File: src/rtl/muldiv_unit.sv
// rtl/muldiv_unit.sv - iterative RV32M multiply/divide unit (shift-add multiply, restoring divide)
//
// Ports:
//   clk     in   rising-edge clock
//   rst_n   in   asynchronous active-low reset
//   start   in   launch an op; honoured only in IDLE
//   funct3  in   RV32M op select (MUL..REMU)
//   op_a    in   rs1 operand
//   op_b    in   rs2 operand
//   flush   in   abort any in-flight op, highest priority after reset
//   busy    out  high while iterating
//   done    out  one-cycle pulse, result valid
//   result  out  last completed result, held until the next done

module muldiv_unit #(
    parameter int XLEN = 32
) (
    input  logic            clk,
    input  logic            rst_n,
    input  logic            start,
    input  logic [2:0]      funct3,
    input  logic [XLEN-1:0] op_a,
    input  logic [XLEN-1:0] op_b,
    input  logic            flush,
    output logic            busy,
    output logic            done,
    output logic [XLEN-1:0] result
);

    localparam int CW = $clog2(XLEN);
    localparam logic [XLEN-1:0] MIN_VAL = {1'b1, {(XLEN-1){1'b0}}};

    typedef enum logic [1:0] {
        S_IDLE,
        S_CALC,
        S_DONE
    } state_t;

    state_t            r_state;
    logic [CW-1:0]     r_cnt;
    logic [2:0]        r_funct3;
    logic              r_neg;
    logic [XLEN-1:0]   r_b;
    // Multiply: hi = running partial sum, lo = multiplier shifting out.
    // Divide:   hi = partial remainder,   lo = dividend shifting out / quotient shifting in.
    logic [2*XLEN-1:0] r_prod;
    logic              r_busy;
    logic              r_done;
    logic [XLEN-1:0]   r_result;

    // Operand conditioning at capture time
    logic              w_a_signed;
    logic              w_b_signed;
    logic              w_a_neg;
    logic              w_b_neg;
    logic [XLEN-1:0]   w_a_mag;
    logic [XLEN-1:0]   w_b_mag;
    logic              w_neg_cap;
    logic              w_div_zero;
    logic              w_div_ovf;
    logic [XLEN-1:0]   w_special;

    // One iteration step
    logic [XLEN-1:0]   w_hi;
    logic [XLEN-1:0]   w_lo;
    logic [XLEN:0]     w_sum;
    logic [2*XLEN-1:0] w_mul_next;
    logic [XLEN:0]     w_shift;
    logic [XLEN:0]     w_diff;
    logic              w_fits;
    logic [2*XLEN-1:0] w_div_next;
    logic [2*XLEN-1:0] w_next;

    // Final sign fix-up
    logic [2*XLEN-1:0] w_mul_fix;
    logic [XLEN-1:0]   w_div_val;
    logic [XLEN-1:0]   w_div_fix;
    logic [XLEN-1:0]   w_final;

    // DIV/REM: both signed. MUL/MULH signed x signed, MULHSU signed x unsigned, MULHU unsigned.
    assign w_a_signed = funct3[2] ? ~funct3[0] : (funct3[1:0] != 2'b11);
    assign w_b_signed = funct3[2] ? ~funct3[0] : ~funct3[1];
    assign w_a_neg    = w_a_signed & op_a[XLEN-1];
    assign w_b_neg    = w_b_signed & op_b[XLEN-1];
    assign w_a_mag    = w_a_neg ? -op_a : op_a;
    assign w_b_mag    = w_b_neg ? -op_b : op_b;
    // Remainder takes the dividend's sign; quotient and product take sign(a)^sign(b).
    assign w_neg_cap  = (funct3[2] & funct3[1]) ? w_a_neg : (w_a_neg ^ w_b_neg);

    assign w_div_zero = funct3[2] & (op_b == '0);
    assign w_div_ovf  = funct3[2] & ~funct3[0] & (op_a == MIN_VAL) & (op_b == '1);
    assign w_special  = w_div_zero ? (funct3[1] ? op_a : '1)
                                   : (funct3[1] ? '0 : op_a);

    assign w_hi = r_prod[2*XLEN-1:XLEN];
    assign w_lo = r_prod[XLEN-1:0];

    // Shift-add: conditionally add multiplicand to the top half, then shift the whole pair right.
    assign w_sum      = {1'b0, w_hi} + (w_lo[0] ? {1'b0, r_b} : {(XLEN+1){1'b0}});
    assign w_mul_next = {w_sum, w_lo[XLEN-1:1]};

    // Restoring divide: bring in the next dividend bit, subtract if it fits.
    assign w_shift    = {w_hi, w_lo[XLEN-1]};
    assign w_diff     = w_shift - {1'b0, r_b};
    assign w_fits     = ~w_diff[XLEN];
    assign w_div_next = {(w_fits ? w_diff[XLEN-1:0] : w_shift[XLEN-1:0]),
                         w_lo[XLEN-2:0], w_fits};

    assign w_next = r_funct3[2] ? w_div_next : w_mul_next;

    // Product negation spans the full double-width value so MULH* high halves are correct.
    assign w_mul_fix = r_neg ? -w_next : w_next;
    assign w_div_val = r_funct3[1] ? w_next[2*XLEN-1:XLEN] : w_next[XLEN-1:0];
    assign w_div_fix = r_neg ? -w_div_val : w_div_val;
    assign w_final   = r_funct3[2]             ? w_div_fix :
                       (r_funct3[1:0] == 2'b00) ? w_mul_fix[XLEN-1:0] :
                                                  w_mul_fix[2*XLEN-1:XLEN];

    always_ff @(posedge clk or negedge rst_n) begin
        if (!rst_n) begin
            r_state  <= S_IDLE;
            r_cnt    <= '0;
            r_funct3 <= '0;
            r_neg    <= 1'b0;
            r_b      <= '0;
            r_prod   <= '0;
            r_busy   <= 1'b0;
            r_done   <= 1'b0;
            r_result <= '0;
        end else begin
            r_done <= 1'b0;
            case (r_state)
                S_IDLE: begin
                    if (start && !flush) begin
                        r_funct3 <= funct3;
                        r_neg    <= w_neg_cap;
                        if (w_div_zero || w_div_ovf) begin
                            r_result <= w_special;
                            r_done   <= 1'b1;
                            r_state  <= S_DONE;
                        end else begin
                            r_cnt   <= CW'(XLEN - 1);
                            r_busy  <= 1'b1;
                            r_state <= S_CALC;
                            // Divide: dividend in lo, divisor held. Multiply: multiplier in lo.
                            r_b     <= funct3[2] ? w_b_mag : w_a_mag;
                            r_prod  <= {{XLEN{1'b0}}, (funct3[2] ? w_a_mag : w_b_mag)};
                        end
                    end
                end
                S_CALC: begin
                    if (flush) begin
                        r_busy  <= 1'b0;
                        r_state <= S_IDLE;
                    end else begin
                        r_prod <= w_next;
                        r_cnt  <= r_cnt - CW'(1);
                        if (r_cnt == '0) begin
                            r_result <= w_final;
                            r_done   <= 1'b1;
                            r_busy   <= 1'b0;
                            r_state  <= S_DONE;
                        end
                    end
                end
                S_DONE: begin
                    r_state <= S_IDLE;
                end
                default: begin
                    r_busy  <= 1'b0;
                    r_state <= S_IDLE;
                end
            endcase
        end
    end

    assign busy   = r_busy;
    assign done   = r_done;
    assign result = r_result;

endmodule

File: config.mk
export PLATFORM = sky130hd
export DESIGN_NAME = muldiv_unit
export DESIGN_NICKNAME = d
export VERILOG_FILES = /design/src/rtl/muldiv_unit.sv
export SDC_FILE = /design/constraint.sdc
export NUM_CORES = 1
export LEC_CHECK = 0
export ABC_AREA = 1
export CAP_MARGIN = 20
export CORE_ASPECT_RATIO = 1.1
export CORE_MARGIN = 2
export CORE_UTILIZATION = 30
export DETAILED_ROUTE_END_ITERATION = 8
export HOLD_SLACK_MARGIN = 0.02
export SYNTH_ARGS = -nofsm -noshare
export SYNTH_HDL_FRONTEND = slang
export SYNTH_SLANG_ARGS = --single-unit
File: constraint.sdc
create_clock -name clk -period 3.9 [get_ports clk]
set_clock_uncertainty 0.05 [all_clocks]
set_input_delay 0.585 -clock clk [delete_from_list [all_inputs] [get_ports clk]]
set_output_delay 0.585 -clock clk [all_outputs]
set_load 0.05 [all_outputs]
After elaboration in Yosys (flattened, before gate mapping)
Cells that the tools add are included.

Add/subtract/negate cells: 7. Equality and inequality tests: 11. Muxes and demuxes: 46. Bitwise operators: 13. Reductions and logical operators: 14.

Operators with widths (number): $mux W32 (17); $mux W64 (5); $pmux W64 S2 (1); $neg A32 Y32 (3); $eq A32 B32 Y1 const B (2); $neg A64 Y64 (1); $pmux W32 S2 (1); $add A32 B32 Y33 (1); $sub A33 B32 Y33 (1); $logic_not A32 Y1 (1); $mux W5 (3); $ne A2 B2 Y1 const B (6); $mux W1 (11); $pmux W5 S2 (1); $mux W2 (4); $reduce_and A4 Y1 (2); $and A1 B1 Y1 (7); $logic_not A5 Y1 (1); $not A1 Y1 (5); $reduce_and A5 Y1 (1); $sub A5 B1 Y5 const B (1); $logic_not A2 Y1 (2); $pmux W2 S2 (1); $reduce_and A2 Y1 (2); other kinds (11) (11).

Register bits: 141.

Logic depth before layout (Yosys ltp)
Gate-level depths: netlist of the first run.

Depth after elaboration: 10. Depth in mapped cells: 38. Mapped depth without buffers: 38.

Worst setup path before layout of the first run
Ideal clock, no wire load.

Path type: register to register. Start point: register r_prod[31]. End point: register r_result[24], in the netlist result[24]. Library setup time: 0.118 ns. Data arrival time: 3.812 ns. Slack: -0.080 ns. Cell stages (with the launch flop): 38. Buffers on the path: 0. Cell sequence: dfrtp_1 inv_1 ha_1 inv_1 fa_1 nand2_1 nand2_1 nand3_1 nand2_2 nand2_1 nand2_2 nand2_4 nand3_2 nand3_4 nand2_1 inv_2 ha_1 nand3_1 (+2 left out) nor2_2 nand3_2 nor2_4 nand3_2 nor2_2 nand3_2 inv_1 nand2_1 nand2_1 nand2_1 nand2_1 nand2_1 nand2_1 nand2_1 nand2_1 nand3_1 nand2_1 nand2_1.

Cells in the longest elaborated chain, start to end: 10. Elaborated cells between the ends (all ways): 14. Classes of those cells: add/sub (3); mux (10); bitwise (1).

Ends and longest elaborated chain: start, declared (RTL line 46) `logic [2*XLEN-1:0] r_prod;`; start signal, assigned (RTL line 147) `r_prod <= {{XLEN{1'b0}}, (funct3[2] ? w_a_mag : w_b_mag)};`; start signal, assigned (RTL line 156) `r_prod <= w_next;`; $sub A33 B32 Y33 (RTL line 104) `assign w_diff = w_shift - {1'b0, r_b};`; $mux W32 or $not A1 Y1 (tied branches) (RTL line 106, 105); $mux W64 (*) (RTL line 109) `assign w_next = r_funct3[2] ? w_div_next : w_mul_next;`; $neg A64 Y64 or $mux W32 (tied branches) (RTL line 112, 113); $mux W64 or $neg A32 Y32 (tied branches) (RTL line 112, 114); $mux W32 (on tied branches) (RTL line 116, 114); $mux W32 (*) (RTL line 115) `assign w_final = r_funct3[2] ? w_div_fix :`; $mux W32 (*) (RTL line 158) `if (r_cnt == '0) begin`; $mux W32 (*) (RTL line 152) `if (flush) begin`; $pmux W32 S2 (*) (RTL line 132) `case (r_state)`; end signal, assigned (RTL line 138) `r_result <= w_special;`; end signal, assigned (RTL line 159) `r_result <= w_final;`; end, declared (RTL line 49) `logic [XLEN-1:0] r_result;`.

Every way passes the cells marked *; elsewhere a longest branch is shown, timed or not. The select of a mux whose other input is x is not followed. A chain may end at the register's enable or synchronous reset.

Worst setup path after layout of the first run
Start point: register r_prod[0]. End point: register r_result[29], in the netlist result[29].

Cells in the longest elaborated chain, start to end: 10. Elaborated cells between the ends (all ways): 13. Classes of those cells: add/sub (3); mux (10).

Ends and longest elaborated chain: $mux W32 (RTL line 99) `assign w_sum = {1'b0, w_hi} + (w_lo[0] ? {1'b0, r_b} : {(XLEN+1){1'b0}});`; $add A32 B32 Y33 (RTL line 99); $mux W64 (*) (RTL line 109); $neg A64 Y64 or $mux W32 (tied branches) (RTL line 112, 113); $mux W64 or $neg A32 Y32 (tied branches) (RTL line 112, 114); $mux W32 (on tied branches) (RTL line 116, 114); $mux W32 (*) (RTL line 115); $mux W32 (*) (RTL line 158); $mux W32 (*) (RTL line 152); $pmux W32 S2 (*) (RTL line 132).

Marks and branches as above.

==> run_results.csv, run 1 <==
group,metric,value,unit
cells_and_area,footprint_of_the_multi_input_gates,13900,µm²
pwr,power_report.internal_total,11.5,mW
grt,grt_use_total,0.302,
route,drt_iter0_drc,2648,
placed_design,postPlaceCellArea,24700,µm²
grt,grt_antenna_before_repair,2,
clock_network,clk_transition_reported_paths,0.07,ns
clock_network,root_buffer,"sky130_fd_sc_hd__clkbuf_16",
timing,drv_slew,0,
floorplan,effective_utilization_at_floorplan,0.302,
route,dr.pass1.iters,6,
floorplan,floorplan.rows,96,
timing,max_freq,252,MHz
placed_design,hpwl,82400,µm
timing,setup_repair_after_global_routing_missed_its_margin,"true",
pwr,power_switching_share,0.563,
grt,grt_overflow,0,
clock_network,cts_inserted_buffers,17,
floorplan,placeableCoreArea,62200,µm²
cells_and_area,syn_to_final_growth,41.4,%
cells_and_area,regArea,3530,µm²
grt,grt_start_max_net_pins,79,
outcome,run_status,"finished with violations",
synthesis,post_synth_instance_area,18800,µm²
synthesis,synth_seq_cells,141,
cells_and_area,num-nets-final,4083,
route,wl_met3,8800,µm
timing,worst-slew-pin-transition,0.870,ns
pwr,power.sequential.fraction,0.101,
cells_and_area,num-fill-cells,6875,
cells_and_area,layout.cells.most_common,"sky130_fd_sc_hd__nand2_1",
cells_and_area,num_antenna_cells,0,
route,drt_wl_total,99700,µm
synthesis,ys_seq_area_frac,0.188,
worst_hold_path,timing.hold.worst.class,"reg -> reg",
flow_run,drv_cap,0,
synthesis,syn-instance-count,3334,
clock_network,cts_tree,"yes",
clock_network,cts_max_path_buffers,2,
pwr,power.leakage,13.6,nW
placed_design,port-buffer-count,104,
synthesis,synth_edf_count,0,
cells_and_area,final_cells,4786,
clock_network,cts.sink_count,141,
outcome,failed_checks,"setup timing",
critical_path,critPathLaunchType,"register",
cells_and_area,final_util,0.427,
route,top_layer,"met4",
placed_design,gp_congestion,1.07,
synthesis,mappedNetlistNets,3477,
floorplan,pin_count,105,
pwr,fin_total_pwr,26.4,mW
clock_network,ctsHtreeMaxLevel,4,
timing,hold_violations,0,
pwr,p_comb_frac,0.829,
grt,via_count_of_the_first_global_routing_pass,23700,
critical_path,worstSetupStartpoint,"r_prod[0]$_DFFE_PN0P_",
route,detailroute.via_count,25200,
synthesis,synthesis.area_per_instance,5.64,µm²
floorplan,die-height,267,µm
timing,period_share,1.02,
cells_and_area,layout.cells.most_common_list,"sky130_fd_sc_hd__nand2_1 (1005), sky130_fd_sc_hd__buf_4 (586), sky130_fd_sc_hd__inv_1 (424)",
timing,period_needed,3.97,ns
pwr,total_power_density_per_cell_area,993,nW/µm²
synthesis,synthDistinctLibCells,55,
worst_hold_path,holdCritStartpoint,"result[9]$_DFFE_PN0P_",
timing,maxSlewHeadroom,0.419,
critical_path,arrival_time_of_data_at_the_critical_path_endpoint,4.34,ns
critical_path,crit_fanout,12,
timing,layout_setup_ws,-0.0741,ns
timing,setup-violations-final,12,
synthesis,synth-async-reset-ratio,1.00,
route,detail_route.vias_per_cell,5.26,
critical_path,worst_setup_path_end_kind,"register",
grt,grt_pass1_wl,146000,µm
critical_path,regToRegStartpoint,"r_prod[0]$_DFFE_PN0P_",
pwr,p_clk_frac,0.070,
synthesis,ys_warn_count,0,
route,ant_nets,0,
floorplan,die_width,243,µm
floorplan,die-area,64700,µm²
route,wl_met1,38100,µm
clock_network,insertion_delay,0.49,ns
route,wire_per_inst,20.8,µm
placed_design,post-place-cells,4714,
pwr,max-vdd-ir-drop,0.487,mV
pwr,power_switching,14.9,mW
cells_and_area,design_area,26600,µm²
route,drt_drc_violations_left,0,
synthesis,synth_flop_cell,"sky130_fd_sc_hd__dfrtp_1",
cells_and_area,post_route_cells_drive_above_1_share,0.237,
critical_path,timing_worst_setup_path_type,"reg -> reg",
route,dr_wl_met2,45100,µm
critical_path,critPathRequiredTime,4.27,ns
## registers in the layout, summed over array words and instances (netlist names)
register	cells
r_prod	64
r_b	32
result	32
r_cnt	5
r_funct3	3
r_state	2
busy	1
done	1
r_neg	1
## metrics by stage
stage / setup TNS, ns / setup slack, ns / hold slack, ns
after floorplan: 0 / 0.0229 / 0.239
after global placement: -3.03 / -0.254 / 0.418
after detailed placement: -4.52 / -0.337 / 0.422
after CTS: -0.884 / -0.111 / 0.440
after global routing: -5.54 / -0.281 / 0.484
final: -0.456 / -0.0741 / 0.437
## power by group through the flow
stage          Combinational (mW)  Sequential, mW  Clock [mW]
6_report                     21.9            2.67        1.84
5_1_grt                      23.3            2.70        1.91
4_1_cts                      20.4            2.62        1.85
3_5_place_dp                 19.9            2.62           0
3_3_place_gp                 20.0            2.62           0
2_1_floorplan                9.71            3.01           0
## layer usage
metal / vias to the layer above / GRT usage
li1: 12000 / -
met1: 11500 / 0.357
met2: 1325 / 0.503
met3: 319 / 0.0539
met4: 0 / 0.200
met5: - / 0
## repair_timing
action                                  4_1_cts  5_1_grt
hold buffers                                  1        0
endpoints found under the setup margin       31       32
hold endpoints to repair                     34        0
setup buffers                                19       20
gates resized for setup                      79      174
cloned                                        0        0
pin swaps                                    35       55
## logic make-up (layout without fill, tap and decap cells)
logic type / Yosys count / after routing / synth area share
and+or+nand+nor: 1870 / 1870 / 0.423
buffers and inverters: 579 / 1198 / 0.121
AOI/OAI and AO/OA: 576 / 576 / 0.175
DFF: 141 / 141 / 0.188
xor gates and xnor gates: 95 / 95 / 0.0443
adders and majority gates: 72 / 72 / 0.0487
muxes: 1 / 1 / 0.000533
## worst paths after layout
kind / end / slack [ns] / depth (start not counted)
hold / removal: result[9]$_DFFE_PN0P_ / 0.44 / 2
hold reg to reg: result[9]$_DFFE_PN0P_ / 0.44 / 2
setup reg to reg: result[29]$_DFFE_PN0P_ / -0.07 / 27
setup / recovery: result[29]$_DFFE_PN0P_ / -0.07 / 27
max in group asynchronous: r_prod[50]$_DFFE_PN0P_ / 2.41 / 3
min in group asynchronous: result[7]$_DFFE_PN0P_ / 0.50 / 2
## layout make-up
cell class	count	area share
flip-flops and latches	141	0.133
clock buffers	17	0.0160
clock inverters	15	0.00763
well taps	833	0.0392
repair buffers	711	0.217
inverters	455	0.0644
multi-input cells	2614	0.523
## worst max-delay path, cell delays in order (launching register included)
cell,delay (ns)
sky130_fd_sc_hd__dfrtp_1,0.40
sky130_fd_sc_hd__buf_4,0.20
sky130_fd_sc_hd__nand2_1,0.08
sky130_fd_sc_hd__inv_1,0.06
sky130_fd_sc_hd__ha_1,0.33
sky130_fd_sc_hd__buf_4,0.14
sky130_fd_sc_hd__nand2_1,0.10
sky130_fd_sc_hd__o21ai_1,0.28
sky130_fd_sc_hd__a21oi_1,0.07
sky130_fd_sc_hd__nand2_1,0.16
sky130_fd_sc_hd__buf_4,0.15
sky130_fd_sc_hd__nand2_1,0.04
sky130_fd_sc_hd__nand2_1,0.10
sky130_fd_sc_hd__a21oi_1,0.08
sky130_fd_sc_hd__o21ai_2,0.11
sky130_fd_sc_hd__buf_4,0.14
sky130_fd_sc_hd__nand3_1,0.14
sky130_fd_sc_hd__nand2_2,0.15
sky130_fd_sc_hd__nand2_1,0.08
sky130_fd_sc_hd__nor2_1,0.16
sky130_fd_sc_hd__nand2_1,0.12
sky130_fd_sc_hd__nor2_1,0.12
sky130_fd_sc_hd__nand2_1,0.08
sky130_fd_sc_hd__nand2_1,0.07
sky130_fd_sc_hd__nand2_1,0.06
sky130_fd_sc_hd__nand3_1,0.06
sky130_fd_sc_hd__nand3_1,0.20
sky130_fd_sc_hd__a21oi_2,0.19
## cell usage after synthesis, types with 14 or more instances
master                     count  area [µm²]
sky130_fd_sc_hd__a21oi_1     145         726
sky130_fd_sc_hd__a31oi_1      31         194
sky130_fd_sc_hd__buf_2        17        85.1
sky130_fd_sc_hd__clkbuf_1     87         327
sky130_fd_sc_hd__dfrtp_1     141        3530
sky130_fd_sc_hd__ha_1         70         876
sky130_fd_sc_hd__inv_1       444        1670
sky130_fd_sc_hd__nand2_1    1062        3990
sky130_fd_sc_hd__nand2_2      30         188
sky130_fd_sc_hd__nand3_1     283        1420
sky130_fd_sc_hd__nand3_2      17         170
sky130_fd_sc_hd__nand3b_1     16         120
sky130_fd_sc_hd__nand4_1      35         219
sky130_fd_sc_hd__nor2_1      326        1220
sky130_fd_sc_hd__nor2_2       16         100
sky130_fd_sc_hd__nor3_1       41         205
sky130_fd_sc_hd__nor4_1       16         100
sky130_fd_sc_hd__o211ai_1     17         128
sky130_fd_sc_hd__o21ai_0     248        1240
sky130_fd_sc_hd__o21bai_1     20         150
sky130_fd_sc_hd__o221ai_1     14         123
sky130_fd_sc_hd__o22ai_1      38         238
sky130_fd_sc_hd__or2_2        16         100
sky130_fd_sc_hd__xnor2_1      17         149
sky130_fd_sc_hd__xor2_1       78         683
Power figures use the tool's default switching activity.
==> inputs of run 2 (changes only) <==
- CAP_MARGIN: 20 -> 5
==> results of run 2 <==
Same layout as run 1: the final DEF is identical, and so are final timing and power.
